==> config.mk <==
export PLATFORM = sky130hd
export DESIGN_NAME = rotr_undo_seq
export DESIGN_NICKNAME = d
export VERILOG_FILES = /design/src/rtl/rotr_undo_seq.sv
export SDC_FILE = /design/constraint.sdc
export NUM_CORES = 1
export LEC_CHECK = 0
export CAP_MARGIN = 10
export CORE_AREA = 2 2 39 41
export DETAILED_ROUTE_END_ITERATION = 6
export DIE_AREA = 0 0 41 43
export GPL_TIMING_DRIVEN = 0
export PLACE_DENSITY = 0.62
export RECOVER_POWER = 50
export SYNTH_ARGS = -nofsm -noshare
export SYNTH_HDL_FRONTEND = slang
export SYNTH_SLANG_ARGS = --single-unit
==> constraint.sdc <==
create_clock -name clk -period 3.3 [get_ports clk]
set_input_delay 0.495 -clock clk [delete_from_list [all_inputs] [get_ports clk]]
set_output_delay 0.495 -clock clk [all_outputs]
set_load 0.1 [all_outputs]
==> src/rtl/rotr_undo_seq.sv <==
// rotr_undo_seq: restores a rotate-right word by rotating left one bit per clock
module rotr_undo_seq #(
    parameter int WIDTH = 4,
    parameter int SEL_W = 2
) (
    input  logic             clk,
    input  logic             rst_n,
    input  logic             in_valid,
    output logic             in_ready,
    input  logic [WIDTH-1:0] shifted_q,
    input  logic [SEL_W-1:0] sel,
    output logic             out_valid,
    input  logic             out_ready,
    output logic [WIDTH-1:0] q,
    output logic             busy
);
    typedef enum logic [1:0] {IDLE, SHIFT, HOLD} state_t;
    state_t state, state_n;
    logic [SEL_W-1:0] cnt;
    logic [WIDTH-1:0] data_reg;
    always_comb begin
        state_n = state;
        in_ready = state == IDLE;
        out_valid = state == HOLD;
        busy = state != IDLE;
        q = data_reg;
        state_n = (state == IDLE)  ? (in_valid ? ((sel == '0) ? HOLD : SHIFT) : IDLE) :
                  (state == SHIFT) ? ((cnt == SEL_W'(1)) ? HOLD : SHIFT) :
                  (out_ready ? IDLE : HOLD);
    end
    always_ff @(posedge clk) begin
        if (!rst_n) begin
            state <= IDLE;
            cnt <= '0;
            data_reg <= '0;
        end else begin
            state <= state_n;
            if (state == IDLE && in_valid) begin
                data_reg <= shifted_q;
                cnt <= sel;
            end else if (state == SHIFT) begin
                data_reg <= {data_reg[WIDTH-2:0], data_reg[WIDTH-1]};
                cnt <= cnt - SEL_W'(1);
            end
        end
    end
endmodule

After elaboration in Yosys (flattened, before gate mapping) --
Cells that the tools add are included.
Operators by class: add/sub/neg operators 1, eq/ne operators 3, mux-type cells 10, reductions and logical operators 5
Operators with widths (count):
- 2-to-1 mux 2 bit | 8
- 2-to-1 mux 4 bit | 2
- == test 2 x 1 -> 1 bit (second input constant) | 2
- logical NOT 2 bit | 2
- nonzero test 2 bit | 2
- == test 2 bit (second input constant) | 1
- subtractor 2 x 1 -> 2 bit (second input constant) | 1
- logical AND 1 bit | 1
Word-level totals: bits in registers 8, input port bits 10, output and inout port bits 7, logic and storage cells 22

Logic depth before layout (Yosys ltp) --
Gate-level depths: netlist of run 1.
depth in word-level cells 4, gate-level depth with buffers 5

Least setup slack after synthesis of run 1 --
No wires, ideal clock.
path kind register to output, start reg state[0], end out busy, data arrival time 2.639 ns, slack 0.166 ns, stages on the path, launching flop included 4, path buffers 1, path through dfxtp_1 > buf_4 > nor2_1 > inv_1
Between the ends: longest elaborated chain between the ends 1
RTL lines:
- start: declaration | line 18 | state_t state, state_n;
- start signal: assignment | line 37 | state <= state_n;
- nonzero test 2 bit | line 25 | busy = state != IDLE;
- end: declaration | line 15 | output logic busy
No other way between the ends.

Worst setup path in the final report of run 1 --
start reg state[1], end out out_valid
Between the ends: longest elaborated chain between the ends 1
RTL lines:
- == test 2 bit | line 24 | out_valid = state == HOLD;
- end: declaration | line 12 | output logic out_valid,
No other way between the ends.

==> flow_summary_export.csv, run 1 <==
group,metric,value,unit
timing,fin_crit,2.49,ns
floorplan,core_area,1380,sq um
route,drc,0,
synth,ys_top_cells_by_count,"9 x a21oi_1, 8 x dfxtp_1, 6 x inv_1, 5 x o21ai_0, 4 x o22ai_1",
final_layout,layout.nets,81,
power_and_ir_drop,pwr-share-clk,0.202,
timing,fmax,401,MHz
route,vias,406,
cts,cts_root_buffer,"clkbuf_4",
floorplan,io_pins,17,
hold_path,hp-start,"cnt[1]",
worst_setup_path,r2r_slack,2.04,ns
final_layout,drive_gt1_frac,0.0882,
cts,clkTransAtPathRegs,0.05,ns
synth,syn_nets,60,
synth,ys_warn_count,0,
cts,post-cts-setup-buffers,0,
cts,tritoncts,"built",
worst_setup_path,crit_type,"flip-flop to primary output",
worst_setup_path,end_kind,"primary output",
cts,clkSinkCount,8,
route,wl_per_cell,10.6,um
synth,synth_top_area_share,0.388,
cts,cts_resized,0,
run_status,status,"completed",
cts,htreeDepth,1,
timing,setup_viol,0,
final_layout,n_fill_cell,151,
synth,synth.area.top_cells,"dfxtp_1 39%, a21oi_1 11%, o21ai_0 6.1%, o22ai_1 6.1%, inv_1 5.5%",
route,routed_wl,893,um
floorplan,die_x,41,um
worst_setup_path,r2r-start,"state[1]",
synth,synth_edf_count,0,
floorplan,rows,14,
power_and_ir_drop,p_seq_frac,0.324,
grt,grt_pass1_vias,352,
hold_path,hold_depth,2,
worst_setup_path,crit_chain,"buf_6 > inv_1 > nor2_1 > clkdlybuf4s50_1",
timing,skew,0.00479,ns
power_and_ir_drop,power_frac_comb,0.474,
worst_setup_path,max_stage_delay,1.13,ns
cts,cts_hold_buf,0,
worst_setup_path,timing.rr.end,"state[0]",
worst_setup_path,critPathTopFamily,"buffers and inverters",
final_layout,area_growth,47.3,%
grt,grt_max_degree,11,
timing,worst_pin_slew,0.967,ns
synth,seq_area_frac_synth,0.388,
place,hpwl,710,um
run,drv_cap,0,
synth,syn_inst,49,
power_and_ir_drop,power.internal,0.203,mW
worst_setup_path,critPathLaunchType,"flip-flop",
synth,synth.distinct_cells,18,
worst_setup_path,critPathSlowestCell,"clkdlybuf4s50_1",
cts,clk_path_buf_depth,2,
timing,period_share,0.756,
grt,antenna_found_initial,0,
cts,clk_latency,0.25,ns
floorplan,initial_core_util,0.298,
place,io_buffers,16,
route,drtAntennaViolNets,0,
route,drt-pass1-iter-count,3,
timing,hold_violations,0,
place,place_ws,1.08,ns
worst_setup_path,critPathMaxFanout,9,
synth,synth_top_area_cell,"dfxtp_1",
hold_path,hold_class,"flip-flop to flip-flop",
timing,finalWorstSetupSlack,0.807,ns
power_and_ir_drop,pwr_density_cell,591,nW/um^2
timing,relSlewSlack,0.353,
synth,synth-seq-cells,8,
synth,netlist_area,413,sq um
route,drtIter0Drc,5,
worst_setup_path,r2r_cells,4,
cts,numCtsBuffers,3,
grt,track_usage,0.122,
power_and_ir_drop,switching_share,0.436,
route,vias_per_cell,4.83,
place,routabilityCongestion,0.670,
hold_path,hold_end,"cnt[1]",
grt,grt_overflow,0,
worst_setup_path,worstPathRequired,2.80,ns
power_and_ir_drop,ir_drop,0.256,mV
worst_setup_path,cp_num_buf_inv,3,
timing,tns,0,ns
floorplan,dieArea,1760,sq um
power_and_ir_drop,p_sw,0.157,mW
floorplan,die_height,43,um
timing,slew_violations,0,
synth,synth.most_common_cell,"a21oi_1",
worst_setup_path,arrival,2.00,ns
grt,grt_pass1_wl,1380,um
timing,rsz0062_at_grt,"no",
final_layout,diodes,0,
synth,synth.avg_cell_area,8.43,sq um
power_and_ir_drop,leakage,0.252,nW
synth,ys.flop_type,"dfxtp_1",
synth,async_flop_share,0,
[routing by layer]
metal,part of all wire,vias up,track usage
met5,0,-,0
met4,0.025,0,0.100
met1,0.45,172,0.149
li1,-,214,-
met2,0.44,17,0.159
met3,0.086,3,0.0471
[per-stage QoR]
step	cell area [sq um]	total power [mW]	instances	utilization	hold WS, ns
global route	608	0.380	84	0.439	0.570
floorplan	413	0.248	49	-	0.501
finish	608	0.359	84	0.439	0.542
global placement	593	0.291	81	0.429	0.528
detailed placement	593	0.292	81	0.429	0.541
CTS	616	0.367	84	0.445	0.554
[worst min-delay path, stage by stage, from the launching register on]
cell and delay (ns):
dfxtp_1 0.32, o21ai_0 0.08, a21oi_1 0.10
[power groups by stage]
| stage | sequential [mW] | clock [mW] | combinational (mW) |
|---|---|---|---|
| after floorplan | 0.163 | 0 | 0.0851 |
| after global placement | 0.118 | 0 | 0.172 |
| after detailed placement | 0.119 | 0 | 0.173 |
| after CTS | 0.117 | 0.0763 | 0.174 |
| after global routing | 0.118 | 0.0832 | 0.179 |
| final | 0.117 | 0.0726 | 0.170 |
[registers in the layout (all words and copies together) (netlist names)]
| signal | count |
|---|---|
| q | 4 |
| cnt | 2 |
| state | 2 |
[kinds of logic after synthesis]
logic type / share of synthesized area
AOI/OAI and AO/OA: 0.309
muxes: 0.0485
DFF: 0.388
and+or+nand+nor: 0.124
buffers and inverters: 0.100
adders and majority gates: 0.0303
[worst max-delay path by stage]
stage / startpoint / depth (start not counted) / slack (ns) / end
2_1_floorplan: state[0] / 3 / 0.17 / busy
3_3_place_gp: state[1] / 4 / 1.06 / out_valid
3_5_place_dp: state[1] / 4 / 1.08 / out_valid
4_1_cts: state[1] / 4 / 0.80 / out_valid
5_1_grt: state[1] / 4 / 0.74 / out_valid
6_report: state[1] / 4 / 0.81 / out_valid
[final cells by class]
class                      count  area, sq um  share of cell area
buffer                         2         18.8              0.0309
clock buffer                   3         22.5              0.0370
inverter                       6         22.5              0.0370
multi-input combinational     33          204               0.335
sequential                     8          160               0.263
tap                           16         20.0              0.0329
timing repair buffer          16          160               0.263
[cell usage in the layout (no fill, tap or decap), drive strengths merged]
| cell type | instances |
|---|---|
| o22ai | 4 |
| o21ai | 6 |
| mux2i | 2 |
| and2 | 1 |
| a21oi | 9 |
| clkdlybuf4s50 | 15 |
| nor3 | 1 |
| nor2 | 3 |
| o21ba | 1 |
| ha | 1 |
| dlygate4sd3 | 1 |
| inv | 6 |
| o21a | 1 |
| or3b | 1 |
| clkbuf | 3 |
| nand2b | 2 |
| buf | 2 |
| o311a | 1 |
| dfxtp | 8 |
No activity file was read; power rests on OpenSTA's default activity.
==> inputs of run 2 (changes only) <==
==> constraint.sdc (replaced) <==
create_clock -name clk -period 2.6 [get_ports clk]
set_input_delay 0.39 -clock clk [delete_from_list [all_inputs] [get_ports clk]]
set_output_delay 0.39 -clock clk [all_outputs]
set_load 0.1 [all_outputs]
==> run 2 against run 1 <==
Global-route usage up 1.4 points. Sequential share of layout area fell by 0.11 points. Largest cell class unchanged. Worst setup slack worse by 0.61 ns.
==> flow_summary_export.csv, run 2 (synthesis gave the netlist of run 1 again) <==
group,metric,value,unit
cts,numCtsBuffers,3,
timing,tns,0,ns
final_layout,final_util,0.441,
place,routabilityCongestion,0.720,
floorplan,io_pins,17,
worst_setup_path,startpoint,"state[1]",
final_layout,area_growth,47.9,%
floorplan,core_area,1380,sq um
final_layout,post_layout_nonfiller_instances,84,
route,vias_per_cell,4.82,
worst_setup_path,arrival,2.01,ns
route,drtIter0Drc,8,
timing,worst_pin_slew,0.966,ns
grt,track_usage,0.136,
timing,hold_slack,0.554,ns
floorplan,dieArea,1760,sq um
cts,clk_latency,0.25,ns
hold_path,hold_class,"flip-flop to flip-flop",
power_and_ir_drop,power_frac_comb,0.473,
route,drc,0,
cts,post-cts-setup-buffers,0,
route,vias,405,
grt,grt_util_met3,0.0681,
final_layout,diodes,0,
timing,relSlewSlack,0.354,
place,io_buffers,16,
timing,skew,0.00377,ns
place,dp.cells,81,
cts,clkSinkCount,8,
power_and_ir_drop,leakage,0.256,nW
power_and_ir_drop,p_seq_frac,0.320,
cts,clkTransAtPathRegs,0.06,ns
route,drtAntennaViolNets,0,
timing,slew_violations,0,
cts,clk_path_buf_depth,2,
power_and_ir_drop,ir_drop,0.387,mV
timing,fmax,416,MHz
worst_setup_path,critPathLaunchType,"flip-flop",
worst_setup_path,critPathMaxFanout,9,
worst_setup_path,end_kind,"primary output",
final_layout,layout_common_cells,"15 x clkdlybuf4s50_1, 9 x a21oi_1, 8 x dfxtp_1",
floorplan,die_height,43,um
route,routed_wl,960,um
floorplan,die_x,41,um
timing,setup_viol,0,
final_layout,final_common_cell,"clkdlybuf4s50_1",
grt,grt_pass1_vias,359,
cts,cts_root_buffer,"clkbuf_4",
floorplan,initial_core_util,0.298,
cts,cts_hold_buf,0,
power_and_ir_drop,pwr_density_cell,754,nW/um^2
grt,met1_usage,0.169,
floorplan,rows,14,
final_layout,fin_area,611,sq um
worst_setup_path,worstPathRequired,2.21,ns
place,hpwl,706,um
cts,cts_resized,0,
run,drv_cap,0,
grt,grt_pass1_wl,1520,um
power_and_ir_drop,power.internal,0.257,mW
power_and_ir_drop,switching_share,0.441,
timing,rsz0062_at_grt,"no",
grt,grt_overflow,0,
worst_setup_path,crit_type,"flip-flop to primary output",
power_and_ir_drop,pwr-share-clk,0.207,
worst_setup_path,crit_end,"out_valid",
worst_setup_path,r2r_cells,4,
final_layout,final-seq-area,160,sq um
grt,antenna_found_initial,0,
place,post_dp_cell_area,596,sq um
timing,hold_violations,0,
cts,htreeDepth,1,
grt,grt_max_degree,11,
worst_setup_path,timing.rr.end,"state[0]",
grt,grtUsageMet2,0.172,
final_layout,n_fill_cell,158,
timing,period_share,0.924,
final_layout,drive_gt1_frac,0.0882,
run_status,status,"completed",
route,drt-pass1-iter-count,4,
final_layout,layout.nets,81,
cts,tritoncts,"built",
timing,fin_crit,2.40,ns
worst_setup_path,r2r-start,"state[0]",
route,wl_per_cell,11.4,um
final_layout,largest_register_ffs,4,
worst_setup_path,r2r_slack,1.32,ns
final_layout,multi_input_area,206,sq um
grt,grt-busiest-layer,"met2",
hold_path,hold_depth,2,
power_and_ir_drop,p_sw,0.203,mW
[run 2: worst max-delay path: stages (launching register included)]
cell and delay (ns):
dfxtp_1 0.32, buf_6 0.12, inv_1 0.08, nor2_1 0.11, clkdlybuf4s50_1 1.13
[run 2: worst min-delay path by stage]
stage | startpoint | to | slack (ns)
after CTS | cnt[1] | cnt[1] | 0.56
after global routing | cnt[1] | cnt[1] | 0.59
after global placement | cnt[1] | cnt[1] | 0.53
after floorplan | cnt[1] | cnt[1] | 0.50
after detailed placement | cnt[1] | cnt[1] | 0.54
final | cnt[1] | cnt[1] | 0.55
[run 2: metal layers]
| layer | wire (um) | part of all wire |
|---|---|---|
| met5 | 0 | 0 |
| met1 | 441 | 0.46 |
| met3 | 82 | 0.085 |
| met2 | 407 | 0.42 |
| met4 | 28 | 0.029 |
[run 2: power groups by stage]
| stage | registers, mW | logic (mW) | clock network (mW) |
|---|---|---|---|
| after floorplan | 0.206 | 0.109 | 0 |
| after global placement | 0.150 | 0.221 | 0 |
| after detailed placement | 0.150 | 0.221 | 0 |
| after CTS | 0.148 | 0.222 | 0.0983 |
| after global routing | 0.149 | 0.231 | 0.107 |
| final | 0.147 | 0.218 | 0.0951 |
[run 2: area by class of cell]
| type | count | area share |
|---|---|---|
| timing repair buffer | 16 | 0.262 |
| multi-input combinational | 33 | 0.338 |
| tap | 16 | 0.0328 |
| inverter | 6 | 0.0369 |
| sequential | 8 | 0.262 |
| clock buffer | 3 | 0.0369 |
| buffer | 2 | 0.0307 |
[run 2: stage by stage]
stage	setup WS (ns)	power [mW]
detailed placement	0.460	0.372
floorplan	0.258	0.315
global placement	0.472	0.371
CTS	0.182	0.468
global route	0.103	0.487
finish	0.198	0.461
